<file path="src/rtl/arcade_pkg.sv">
// Shared types and download-index constants for the arcade ROM loader.
package arcade_pkg;

  localparam logic [7:0] IDX_ROM = 8'd0;
  localparam logic [7:0] IDX_DSW = 8'd254;

  typedef enum logic [1:0] {
    IDLE = 2'd0,
    LOAD = 2'd1,
    HOLD = 2'd2,
    DONE = 2'd3
  } loader_state_t;

endpackage

</file>
<file path="src/rtl/arcade_rom_loader_hold_timer.sv">
// Loadable down-counter; done is high whenever the count has reached zero.
module hold_timer #(
  parameter int W = 4
) (
  input  logic         clk_sys,
  input  logic         reset,
  input  logic         start,
  input  logic [W-1:0] load_val,
  output logic         done
);

  logic [W-1:0] count_r;

  // Count register: load on start, otherwise decrement until it reaches zero.
  always_ff @(posedge clk_sys) begin
    if (reset) begin
      count_r <= '0;
    end else if (start) begin
      count_r <= load_val;
    end else if (count_r != '0) begin
      count_r <= count_r - W'(1);
    end else begin
      count_r <= count_r;
    end
  end

  assign done = (count_r == '0);

endmodule

</file>
<file path="src/rtl/arcade_rom_loader.sv">
// Filters the hps_io download stream into ROM writes and DIP banks, and
// holds the core in reset while a ROM image is loading.
module arcade_rom_loader
  import arcade_pkg::*;
#(
  parameter int ROM_BYTES   = 98304,
  parameter int HOLD_CYCLES = 16,
  parameter int CNT_W       = 18
) (
  input  logic             clk_sys,
  input  logic             reset,
  input  logic             ioctl_download,
  input  logic             ioctl_wr,
  input  logic [24:0]      ioctl_addr,
  input  logic [7:0]       ioctl_dout,
  input  logic [7:0]       ioctl_index,
  output logic [16:0]      dn_addr,
  output logic [7:0]       dn_data,
  output logic             dn_wr,
  output logic [7:0]       dsw_a,
  output logic [7:0]       dsw_b,
  output logic             rom_busy,
  output logic             rom_loaded,
  output logic             rom_error,
  output logic [CNT_W-1:0] byte_count
);

  localparam int HW = $clog2(HOLD_CYCLES + 1);

  loader_state_t    state_r, next_state_s;
  logic             enter_load_s, accept_s, drop_s, fall_s;
  logic             in_range_s, timer_done_s, size_bad_s, dip_hit_s;
  logic             block_r;
  logic [CNT_W-1:0] count_inc_s, count_next_s;
  logic [16:0]      dn_addr_r;
  logic [7:0]       dn_data_r, dsw_a_r, dsw_b_r;
  logic             dn_wr_r, rom_busy_r, rom_loaded_r, rom_error_r;
  logic [CNT_W-1:0] byte_count_r;

  assign in_range_s   = (ioctl_addr < 25'(ROM_BYTES));
  assign count_inc_s  = (byte_count_r == '1) ? byte_count_r : byte_count_r + CNT_W'(1);
  assign count_next_s = accept_s ? count_inc_s : byte_count_r;
  assign size_bad_s   = (count_next_s != CNT_W'(ROM_BYTES));
  assign dip_hit_s    = ioctl_wr && (ioctl_index == IDX_DSW) && (ioctl_addr[24:1] == 24'd0);

  hold_timer #(.W(HW)) u_hold_timer (
    .clk_sys  (clk_sys),
    .reset    (reset),
    .start    (fall_s),
    .load_val (HW'(HOLD_CYCLES - 1)),
    .done     (timer_done_s)
  );

  // State register.
  always_ff @(posedge clk_sys) begin
    if (reset) state_r <= IDLE;
    else       state_r <= next_state_s;
  end

  // Next-state and per-cycle load decisions.
  always_comb begin
    next_state_s = state_r;
    enter_load_s = 1'b0;
    accept_s     = 1'b0;
    drop_s       = 1'b0;
    fall_s       = 1'b0;
    case (state_r)
      IDLE, DONE: begin
        if (ioctl_download && (ioctl_index == IDX_ROM) && !block_r) begin
          next_state_s = LOAD;
          enter_load_s = 1'b1;
        end else begin
          next_state_s = state_r;
        end
      end
      LOAD: begin
        // A byte arriving alongside the download drop is still taken.
        if (ioctl_wr) begin
          accept_s = in_range_s;
          drop_s   = !in_range_s;
        end else begin
          accept_s = 1'b0;
          drop_s   = 1'b0;
        end
        if (!ioctl_download) begin
          next_state_s = HOLD;
          fall_s       = 1'b1;
        end else begin
          next_state_s = LOAD;
        end
      end
      HOLD: begin
        if (timer_done_s) next_state_s = DONE;
        else              next_state_s = HOLD;
      end
      default: next_state_s = IDLE;
    endcase
  end

  // ROM write path, byte counter and load status.
  always_ff @(posedge clk_sys) begin
    if (reset) begin
      dn_addr_r    <= 17'd0;
      dn_data_r    <= 8'd0;
      dn_wr_r      <= 1'b0;
      rom_busy_r   <= 1'b0;
      rom_loaded_r <= 1'b0;
      rom_error_r  <= 1'b0;
      byte_count_r <= '0;
      block_r      <= 1'b1;
    end else begin
      // A download already in progress at reset must drop before it can start a load.
      block_r <= block_r & ioctl_download;
      dn_wr_r <= accept_s;
      if (accept_s) begin
        dn_addr_r <= ioctl_addr[16:0];
        dn_data_r <= ioctl_dout;
      end
      if (enter_load_s) begin
        byte_count_r <= '0;
        rom_error_r  <= 1'b0;
        rom_loaded_r <= 1'b0;
        rom_busy_r   <= 1'b1;
      end else begin
        byte_count_r <= count_next_s;
        if (drop_s || (fall_s && size_bad_s)) rom_error_r <= 1'b1;
        if ((state_r == HOLD) && timer_done_s) begin
          rom_busy_r   <= 1'b0;
          rom_loaded_r <= ~rom_error_r;
        end
      end
    end
  end

  // DIP capture runs in every state.
  always_ff @(posedge clk_sys) begin
    if (reset) begin
      dsw_a_r <= 8'hFF;
      dsw_b_r <= 8'hFF;
    end else if (dip_hit_s) begin
      if (ioctl_addr[0]) dsw_b_r <= ~ioctl_dout;
      else               dsw_a_r <= ~ioctl_dout;
    end
  end

  assign dn_addr    = dn_addr_r;
  assign dn_data    = dn_data_r;
  assign dn_wr      = dn_wr_r;
  assign dsw_a      = dsw_a_r;
  assign dsw_b      = dsw_b_r;
  assign rom_busy   = rom_busy_r;
  assign rom_loaded = rom_loaded_r;
  assign rom_error  = rom_error_r;
  assign byte_count = byte_count_r;

endmodule

</file>
<file path="config.mk">
export PLATFORM = sky130hd
export DESIGN_NAME = arcade_rom_loader
export DESIGN_NICKNAME = d
export VERILOG_FILES = /design/src/rtl/arcade_pkg.sv /design/src/rtl/arcade_rom_loader_hold_timer.sv /design/src/rtl/arcade_rom_loader.sv
export SDC_FILE = /design/constraint.sdc
export NUM_CORES = 1
export LEC_CHECK = 0
export CAP_MARGIN = 15
export CORE_MARGIN = 4
export CORE_UTILIZATION = 45
export DETAILED_ROUTE_END_ITERATION = 10
export GPL_ROUTABILITY_DRIVEN = 0
export PLACE_DENSITY = 0.79
export SYNTH_ARGS = -nofsm -noshare
export SYNTH_HDL_FRONTEND = slang
export SYNTH_SLANG_ARGS = --single-unit
</file>
<file path="constraint.sdc">
create_clock -name clk_sys -period 2.52 [get_ports clk_sys]
set_input_delay 0.504 -clock clk_sys [delete_from_list [all_inputs] [get_ports clk_sys]]
set_output_delay 0.504 -clock clk_sys [all_outputs]
set_load 0.03 [all_outputs]
</file>
Yosys cells after proc, flatten, opt, wreduce, memory -nomap -nowiden:

Index checks and enable logic that the tools add are counted.

* reductions and logical operators: 21
* muxes and demuxes: 18
* equal/unequal tests: 7
* add/subtract/negate cells: 2
* bitwise operators: 4
* order comparisons: 1

Operators with widths (count)
* 18-bit 2-to-1 mux: 2
* 25-bit by 17-bit < comparator with 1-bit output (second input constant): 1
* 24-bit zero test: 1
* 18-bit by 1-bit adder with 18-bit output (second input constant): 1
* 18-bit equality test (second input constant): 1
* 18-bit by 17-bit inequality test with 1-bit output (second input constant): 1
* 1-bit 2-to-1 mux: 11
* 8-bit equality test (second input constant): 1
* 8-bit zero test: 1
* 4-bit 2-to-1 mux: 2
* 8-bit NOT: 1
* 1-bit logical AND: 6
* 2-bit one-hot mux with 3 select lines: 1
* 2-bit OR reduction: 3
* 5-bit zero test: 1
* 5-bit nonzero test: 1
* 5-bit by 1-bit subtractor with 5-bit output (second input constant): 1
* 2-bit equality test (second input constant): 2
* 2-bit 2-to-1 mux: 2
* 2-bit AND reduction: 2
* 2-bit nonzero test: 2
* 2-bit by 1-bit equality test with 1-bit output (second input constant): 1
* 1-bit zero test: 2
* 2-bit zero test: 1
* other kinds (4): 5

* input bits: 45
* flip-flop bits (word level): 71

Depth between registers and ports, before layout:

Gate-level depths: netlist of the first run.

* depth in word-level cells: 7
* gate-level depth with buffers: 10
* mapped depth without buffers: 9

Hierarchy:

A second synthesis of the first run with hierarchy kept.

* cells, all modules: 396
* area total of the unflattened synthesis: 3313.2 µm²

Modules (own cells, without submodules)
* arcade_rom_loader: area an instance 3025.4 µm², seq. area each 1321.3 µm², cells each 364, times used 1
* hold_timer: area an instance 287.8 µm², seq. area each 100.1 µm², cells each 32, times used 1

Least setup slack after synthesis of the first run:

Ideal clock, no wire load.

* path type: register -> register
* start: register byte_count_r[0], in the netlist byte_count[0]
* end: register rom_error_r, in the netlist rom_error
* setup slack: 0.040 ns
* stages on the path, launching flop included: 11
* arrival time: 2.354 ns
* required time: 2.394 ns
* library setup time: 0.126 ns
* period minus slack after synthesis: 2.480 ns
* path through: dfxtp_1 -> ha_1 -> clkbuf_1 -> nand2_1 -> nor3_1 -> a31oi_1 -> buf_2 -> mux2i_1 -> nand3b_1 -> nor3b_1 -> a31oi_1

* word-level cells in the longest chain between the ends: 6

RTL lines
* start, declared: RTL line arcade_rom_loader.sv:38 `logic [CNT_W-1:0] byte_count_r;`
* start signal, assigned: RTL line arcade_rom_loader.sv:125 `byte_count_r <= count_next_s;`
* 18-bit by 1-bit adder with 18-bit output / 18-bit equality test (equally long branches): RTL line arcade_rom_loader.sv:41 `assign count_inc_s = (byte_count_r == '1) ? byte_count_r : byte_count_r + CNT_W'(1);`
* 18-bit 2-to-1 mux: RTL line arcade_rom_loader.sv:41
* 18-bit 2-to-1 mux *: RTL line arcade_rom_loader.sv:42 `assign count_next_s = accept_s ? count_inc_s : byte_count_r;`
* 18-bit by 17-bit inequality test with 1-bit output *: RTL line arcade_rom_loader.sv:43 `assign size_bad_s = (count_next_s != CNT_W'(ROM_BYTES));`
* 1-bit logical AND *: RTL line arcade_rom_loader.sv:126 `if (drop_s || (fall_s && size_bad_s)) rom_error_r <= 1'b1;`
* 1-bit logical OR *: RTL line arcade_rom_loader.sv:126
* end signal, assigned: RTL line arcade_rom_loader.sv:108 `rom_error_r <= 1'b0;`
* end signal, assigned: RTL line arcade_rom_loader.sv:121 `rom_error_r <= 1'b0;`
* end signal, assigned: RTL line arcade_rom_loader.sv:126
* end, declared: RTL line arcade_rom_loader.sv:37 `logic dn_wr_r, rom_busy_r, rom_loaded_r, rom_error_r;`

Mark *: on every way between the ends. The rest lies on a longest branch, timed or not.
A chain may end at the register's enable or synchronous reset.

Worst setup path in the final report of the first run:

* start: input port ioctl_addr[23]
* end: register rom_error_r, in the netlist rom_error

* word-level cells in the longest chain between the ends: 7

RTL lines
* start, declared: RTL line arcade_rom_loader.sv:14 `input logic [24:0] ioctl_addr,`
* 25-bit by 17-bit < comparator with 1-bit output *: RTL line arcade_rom_loader.sv:40 `assign in_range_s = (ioctl_addr < 25'(ROM_BYTES));`
* 1-bit 2-to-1 mux: RTL line arcade_rom_loader.sv:78 `if (ioctl_wr) begin`
* 1-bit 2-to-1 mux: RTL line arcade_rom_loader.sv:67 `case (state_r)`
* 18-bit 2-to-1 mux: RTL line arcade_rom_loader.sv:42
* 18-bit by 17-bit inequality test with 1-bit output: RTL line arcade_rom_loader.sv:43
* 1-bit logical AND: RTL line arcade_rom_loader.sv:126
* 1-bit logical OR *: RTL line arcade_rom_loader.sv:126

Marks and branches as above.

==> impl_results.md, run 1 <==
* Status: finished, final reports clean
* Async S/R FF share, synth at 0
* Max incr delay on CP at 0.44 ns
* Slew Limit Fails at 0
* Maxcap violations at 0
* Cell Area, Synth at 3190 um^2
* First-pass GRT wire length at 14700 um
* Initial antenna violation count at 0
* I/O pin count at 108
* Clock slew at reported path FFs at 0.08 ns
* Area of the multi-input gates at 1640 um^2
* GRT Total Usage at 0.212
* Pint at 1910 uW
* Site Rows at 30
* Postcts setup bufs at 0
* Die width at 92.2 um
* Worst setup EP type: flop
* CTS resizes at 0
* Critical Path RT at 2.74 ns
* Post-synth top flop: dfxtp_1
* Gate power share at 0.152
* Syn nets at 427
* Vias in the first global route at 3093
* Final nets at 555
* Placed Cells at 591
* Layout area overhead at 49.4%
* Layout cell share with drive strength beyond 1 at 0.115
* Mean Syn Cell Area at 8.44 um^2
* CTS Buf Count at 9
* Filler Cell Count at 544
* GRT overflow at 0
* Fin area at 4760 um^2
* Slew margin rel. at 0.706
* Drt total wl at 8900 um
* Most common cell after layout, fill and taps aside: clkdlybuf4s50_1
* Core area at 6830 um^2
* Syn Inst Count at 378
* Non-filler cells, final at 607
* Clock tree buffer depth at 2
* Clock Sinks at 71
* Root Driver: clkbuf_8
* Power Density at 537 nW/um^2
* Area post-placement at 4550 um^2
* Seq/Total Area, Yosys at 0.446
* Fin util at 0.697
* Switching Share at 0.253
* Worst vdd ir at 0.307 mV
* Antenna Violating Nets Remaining at 0
* Initial Util at 0.467
* Netlist cell types at 47
* Final-report setup violation count at 0
* Number of flops mapped to enable cells by yosys at 0
* Final hold vios at 0
* Worst setup path start: ioctl_addr[23]
* Worst hold path class: reg -> reg
* Largest net degree at the start of global routing at 26
* DRT iter0 DRCs at 165
* CP Max Fanout at 5
* Arr. time, crit path at 2.57 ns
* Clock Power Share at 0.384
* Peak Freq at 0.426 GHz
* Setup_tns at 0 ns
* Fin crit period at 2.35 ns
* Antenna cells at 0
* Dpl hpwl at 6680 um
* CTS Hold Bufs at 0
* Worst Tran Pin Value at 0.439 ns
* IO buf count at 107
* Via Count at 3116
* Critical Path Slowest Stage Cell: clkdlybuf4s50_1
* Critical path class: in -> reg
* Static leakage at 0.00175 uW
* Drt via density at 5.13
* Wire per inst at 14.7 um
* Switching pwr at 647 uW
* Drc violations at 0
* Reg area at 1420 um^2
* H-tree depth at 3
* Setup WS pre-CTS at -0.154 ns
* Die Ht at 92.2 um
* Synth warn at 0
* Yosys reg bits at 71
* Drt pass-1 iters at 4
* FF-to-FF Start: byte_count[2]
* CTS tree: yes
* CP Cell Sequence: clkdlybuf4s50_1, nor4_4, and4_1, nand3_1, mux2i_1, nand3b_1, nor3b_1, a31oi_1
* Setup WS post-layout at 0.174 ns
* RSZ-0062 raised after global routing: false
* Die area at 8500 um^2
* Clock Skews at 0.00781 ns
* Most frequent cells in the layout: clkdlybuf4s50_1 (106), dfxtp_1 (71), nand2_1 (68)
* CP Launch Type: primary input
* Hold Startpoint: dn_addr[0]
* Clock Latency Late Sink at 0.34 ns
* Final worst-path cycle share at 0.931
* Sequential Power Share at 0.464
[layer usage]
layer	track usage	up-vias	wire, um
met1	0.269	1435	4010
met2	0.350	98	4290
met5	0	-	0
li1	-	1575	-
met4	0.0879	0	101
met3	0.0451	8	501
[synth_stat cells, drive strengths merged (4+ instances only)]
master,n,area (um^2)
dfxtp,71,1420
nand2,68,255
nor2,45,169
a21oi,34,170
a211o,16,140
clkbuf,12,45.0
xor2,12,105
buf,11,52.6
nand3,11,55.1
nand4,11,90.1
nor3,9,50.1
xnor2,9,78.8
inv,7,26.3
nand2b,6,37.5
mux2i,5,50.1
nor4,5,61.3
a31oi,4,25.0
ha,4,50.1
[final timing paths]
check	to	slack [ns]	cells after the start
setup reg to reg	rom_error	0.26	9
hold / removal	dn_addr[0]	0.45	2
setup / recovery	rom_error	0.17	8
hold reg to reg	dn_addr[0]	0.45	2
[registers in the layout, indices dropped and copies added, names as in the netlist, 2 cells and up]
signal / cells
dn_addr: 17
byte_count: 18
dn_data: 8
dsw_b: 8
state_r: 2
u_hold_timer.count_r: 5
dsw_a: 8
[area by class of cell]
class,count,area share
repair buffers,140,0.281
multi-input cells,277,0.345
clock inverters,5,0.0171
clock buffers,11,0.0276
inverters,7,0.00552
well taps,96,0.0252
flip-flops and latches,71,0.298
[critical path, delay by kind of cell]
kind / cells / cell delay, ns
AND/OR/NAND/NOR: 5 / 1.33
AO/OA/AOI/OAI: 1 / 0.11
multiplexers: 1 / 0.18
buffers and inverters: 1 / 0.44
[kinds of logic (layout without fill, tap and decap cells)]
kind of cell / after synthesis / after routing / share of synthesized area
compound gates: 73 / 73 / 0.155
xor+xnor: 21 / 21 / 0.0577
fa+ha+maj: 4 / 4 / 0.0157
buf+inv: 30 / 163 / 0.0388
flops: 71 / 71 / 0.446
mux: 5 / 5 / 0.0157
simple gates: 174 / 174 / 0.272
[power by group through the flow]
stage | Sequential, uW | Combinational (uW) | Clock (uW)
finish | 1190 | 388 | 983
global route | 1190 | 438 | 1050
CTS | 1190 | 387 | 1000
detailed placement | 1210 | 385 | 0
global placement | 1210 | 373 | 0
floorplan | 1230 | 221 | 0
[per-stage QoR]
| step | hold slack (ns) | total power (uW) |
|---|---|---|
| finish | 0.451 | 2560 |
| global route | 0.474 | 2680 |
| CTS | 0.454 | 2570 |
| detailed placement | 0.443 | 1600 |
| global placement | 0.437 | 1590 |
| floorplan | 0.423 | 1450 |
Note: power is estimated with default switching activity, not from simulation.
==> run 2, diff against run 1 <==
--- a/config.mk
+++ b/config.mk
@@ -7,10 +7,11 @@
 export LEC_CHECK = 0
 export CAP_MARGIN = 15
 export CORE_MARGIN = 4
-export CORE_UTILIZATION = 45
+export CORE_UTILIZATION = 46
 export DETAILED_ROUTE_END_ITERATION = 10
 export GPL_ROUTABILITY_DRIVEN = 0
-export PLACE_DENSITY = 0.79
+export PLACE_DENSITY = 0.8
 export SYNTH_ARGS = -nofsm -noshare
 export SYNTH_HDL_FRONTEND = slang
+export SYNTH_HIERARCHICAL = 1
 export SYNTH_SLANG_ARGS = --single-unit
==> run 2 against run 1 <==
Clock-buffer cell count down 2. Maximum frequency down 4.2%. Synthesized cell count rose by 4.8%. Routed wire length increased by 8.6%. First-iteration DRC count shrank 19%.
==> impl_results.md, run 2 <==
* Status: finished, final reports clean
* Max incr delay on CP at 0.47 ns
* Setup WS pre-CTS at -0.260 ns
* Root Driver: clkbuf_8
* Seq/Total Area, Yosys at 0.429
* Drt via density at 5.31
* Synth cell count leaders: nand2_1 (72), dfxtp_1 (71), nor2_1 (47)
* Final-report setup violation count at 0
* Critical Path Slowest Stage Cell: or4_1
* Setup_tns at 0 ns
* Fin area at 5000 um^2
* Critical path class: in -> reg
* Dpl hpwl at 7140 um
* Maxcap violations at 0
* Synth warn at 6
* Cell Area, Synth at 3310 um^2
* CP Max Fanout at 4
* DRT iter0 DRCs at 133
* Clock slew at reported path FFs at 0.08 ns
* Final nets at 588
* Most common cell after layout, fill and taps aside: clkdlybuf4s50_1
* Arr. time, crit path at 2.69 ns
* Syn Inst Count at 396
* Clock tree buffer depth at 2
* Fin Hold WS at 0.454 ns
* Wire per inst at 15.1 um
* I/O pin count at 108
* Initial antenna violation count at 0
* Number of flops mapped to enable cells by yosys at 0
* Core area at 6910 um^2
* Mean Syn Cell Area at 8.37 um^2
* Most frequent cells in the layout: clkdlybuf4s50_1 (106), nand2_1 (72), dfxtp_1 (71)
* Antenna Violating Nets Remaining at 0
* Most numerous cell in the Yosys netlist: nand2_1
* CP bufs+invs at 2
* Die area at 8620 um^2
* Top-area cell type share of the netlist area at 0.429
* Vias in the first global route at 3362
* Peak Freq at 0.408 GHz
* Largest net degree at the start of global routing at 44
* Async S/R FF share, synth at 0
* Via Count at 3400
* Worst vdd ir at 0.460 mV
* Synth top area cells: dfxtp_1 (43%), nand2_1 (8.2%), nor2_1 (5.3%)
* Worst setup EP type: flop
* Yosys reg bits at 71
* Clock Latency Late Sink at 0.35 ns
* IO buf count at 107
* Netlist cell types at 57
* Layout cell share with drive strength beyond 1 at 0.138
* Critical Path RT at 2.77 ns
* GRT Total Usage at 0.233
* Postcts setup bufs at 0
* Cell accounting for the most synthesized area: dfxtp_1
* Final worst-path cycle share at 0.972
* CTS Buf Count at 9
* Antenna cells at 0
* Worst hold path class: reg -> reg
* Layout area overhead at 51.1%
* Static leakage at 0.00183 uW
* Clock Sinks at 71
* GRT overflow at 0
* Filler Cell Count at 548
* Drt pass-1 iters at 4
* Die Ht at 92.9 um
* Final hold vios at 0
* CP Cell Sequence: clkdlybuf4s50_1, nor4_2, buf_4, and4_2, o211ai_2, or4_1, o31ai_1, nand4_1, o21a_1
* Clock Skews at 0.0104 ns
* Setup WS post-layout at 0.0710 ns
* Drc violations at 0
* Site Rows at 30
* Die width at 92.9 um
* Drt total wl at 9670 um
* Slew Limit Fails at 0
* Post-synth top flop: dfxtp_1
* Initial Util at 0.480
* H-tree depth at 3
* CP Launch Type: primary input
* Area post-placement at 4770 um^2
* Max FFs per register at 18
* Power Density at 546 nW/um^2
* Fin crit period at 2.45 ns
* CP delay by family, top: simple AND/OR/NAND/NOR gates
* CTS tree: yes
* First-pass GRT wire length at 16100 um
[run 2: worst paths after layout]
check,start,to,slack [ns],cells past startpoint
setup / recovery,ioctl_addr[20],rom_error,0.07,9
hold / removal,dn_addr[9],dn_addr[9],0.45,2
setup reg to reg,byte_count[5],rom_error,0.11,8
hold reg to reg,dn_addr[9],dn_addr[9],0.45,2
[run 2: layout make-up]
type,count,area [um^2],share of cell area
Inverter,10,37.5,0.00750
Sequential cell,71,1420,0.284
Timing Repair Buffer,150,1410,0.283
Clock buffer,9,124,0.0248
Multi-Input combinational cell,297,1790,0.358
Tap cell,96,120,0.0240
Clock inverter,7,97.6,0.0195
[run 2: logic make-up after synthesis]
family / synth area share
XOR/XNOR: 0.0502
other: 0.00227
AND/OR/NAND/NOR: 0.290
AO/OA/AOI/OAI: 0.170
flip-flops: 0.429
buffers and inverters: 0.0370
adder cells (fa/ha/maj): 0.0151
multiplexers: 0.00642
[run 2: stage by stage]
step | total power, uW | utilization | cells
6_report | 2740 | 0.725 | 640
5_1_grt | 2890 | 0.725 | 640
4_1_cts | 2760 | 0.723 | 640
3_5_place_dp | 1750 | 0.691 | 624
3_3_place_gp | 1730 | 0.691 | 624
2_1_floorplan | 1560 | - | 399
[run 2: power by group]
part           internal [uW]  switching, uW
Combinational            259            244
Sequential              1180           48.8
Clock                    558            450
Total                   1990            742
[run 2: timing repair]
action,in CTS,in global routing
hold buffers,0,0
setup endpoints to repair,0,1
gates resized for setup,0,2
[run 2: routing by layer]
layer  track usage  up-vias  share of wire
li1              -     1681              -
met2         0.391      107           0.48
met5             0        -              0
met3        0.0837       10          0.087
met4        0.0720        0          0.013
met1         0.277     1602           0.42
[run 2: worst reg2reg max path, stage by stage (launching register included)]
cell	delay, ns
dfxtp_1	0.34
nand4_1	0.28
or4_4	0.67
o211ai_2	0.20
buf_4	0.16
nor3_1	0.07
o31ai_1	0.25
nand4_1	0.16
o21a_1	0.19
==> run 3, diff against run 2 <==
--- a/config.mk
+++ b/config.mk
@@ -5,7 +5,6 @@
 export SDC_FILE = /design/constraint.sdc
 export NUM_CORES = 1
 export LEC_CHECK = 0
-export CAP_MARGIN = 15
 export CORE_MARGIN = 4
 export CORE_UTILIZATION = 46
 export DETAILED_ROUTE_END_ITERATION = 10
==> results of run 3 <==
Same layout as run 2: the final DEF is identical, and so are final timing and power.
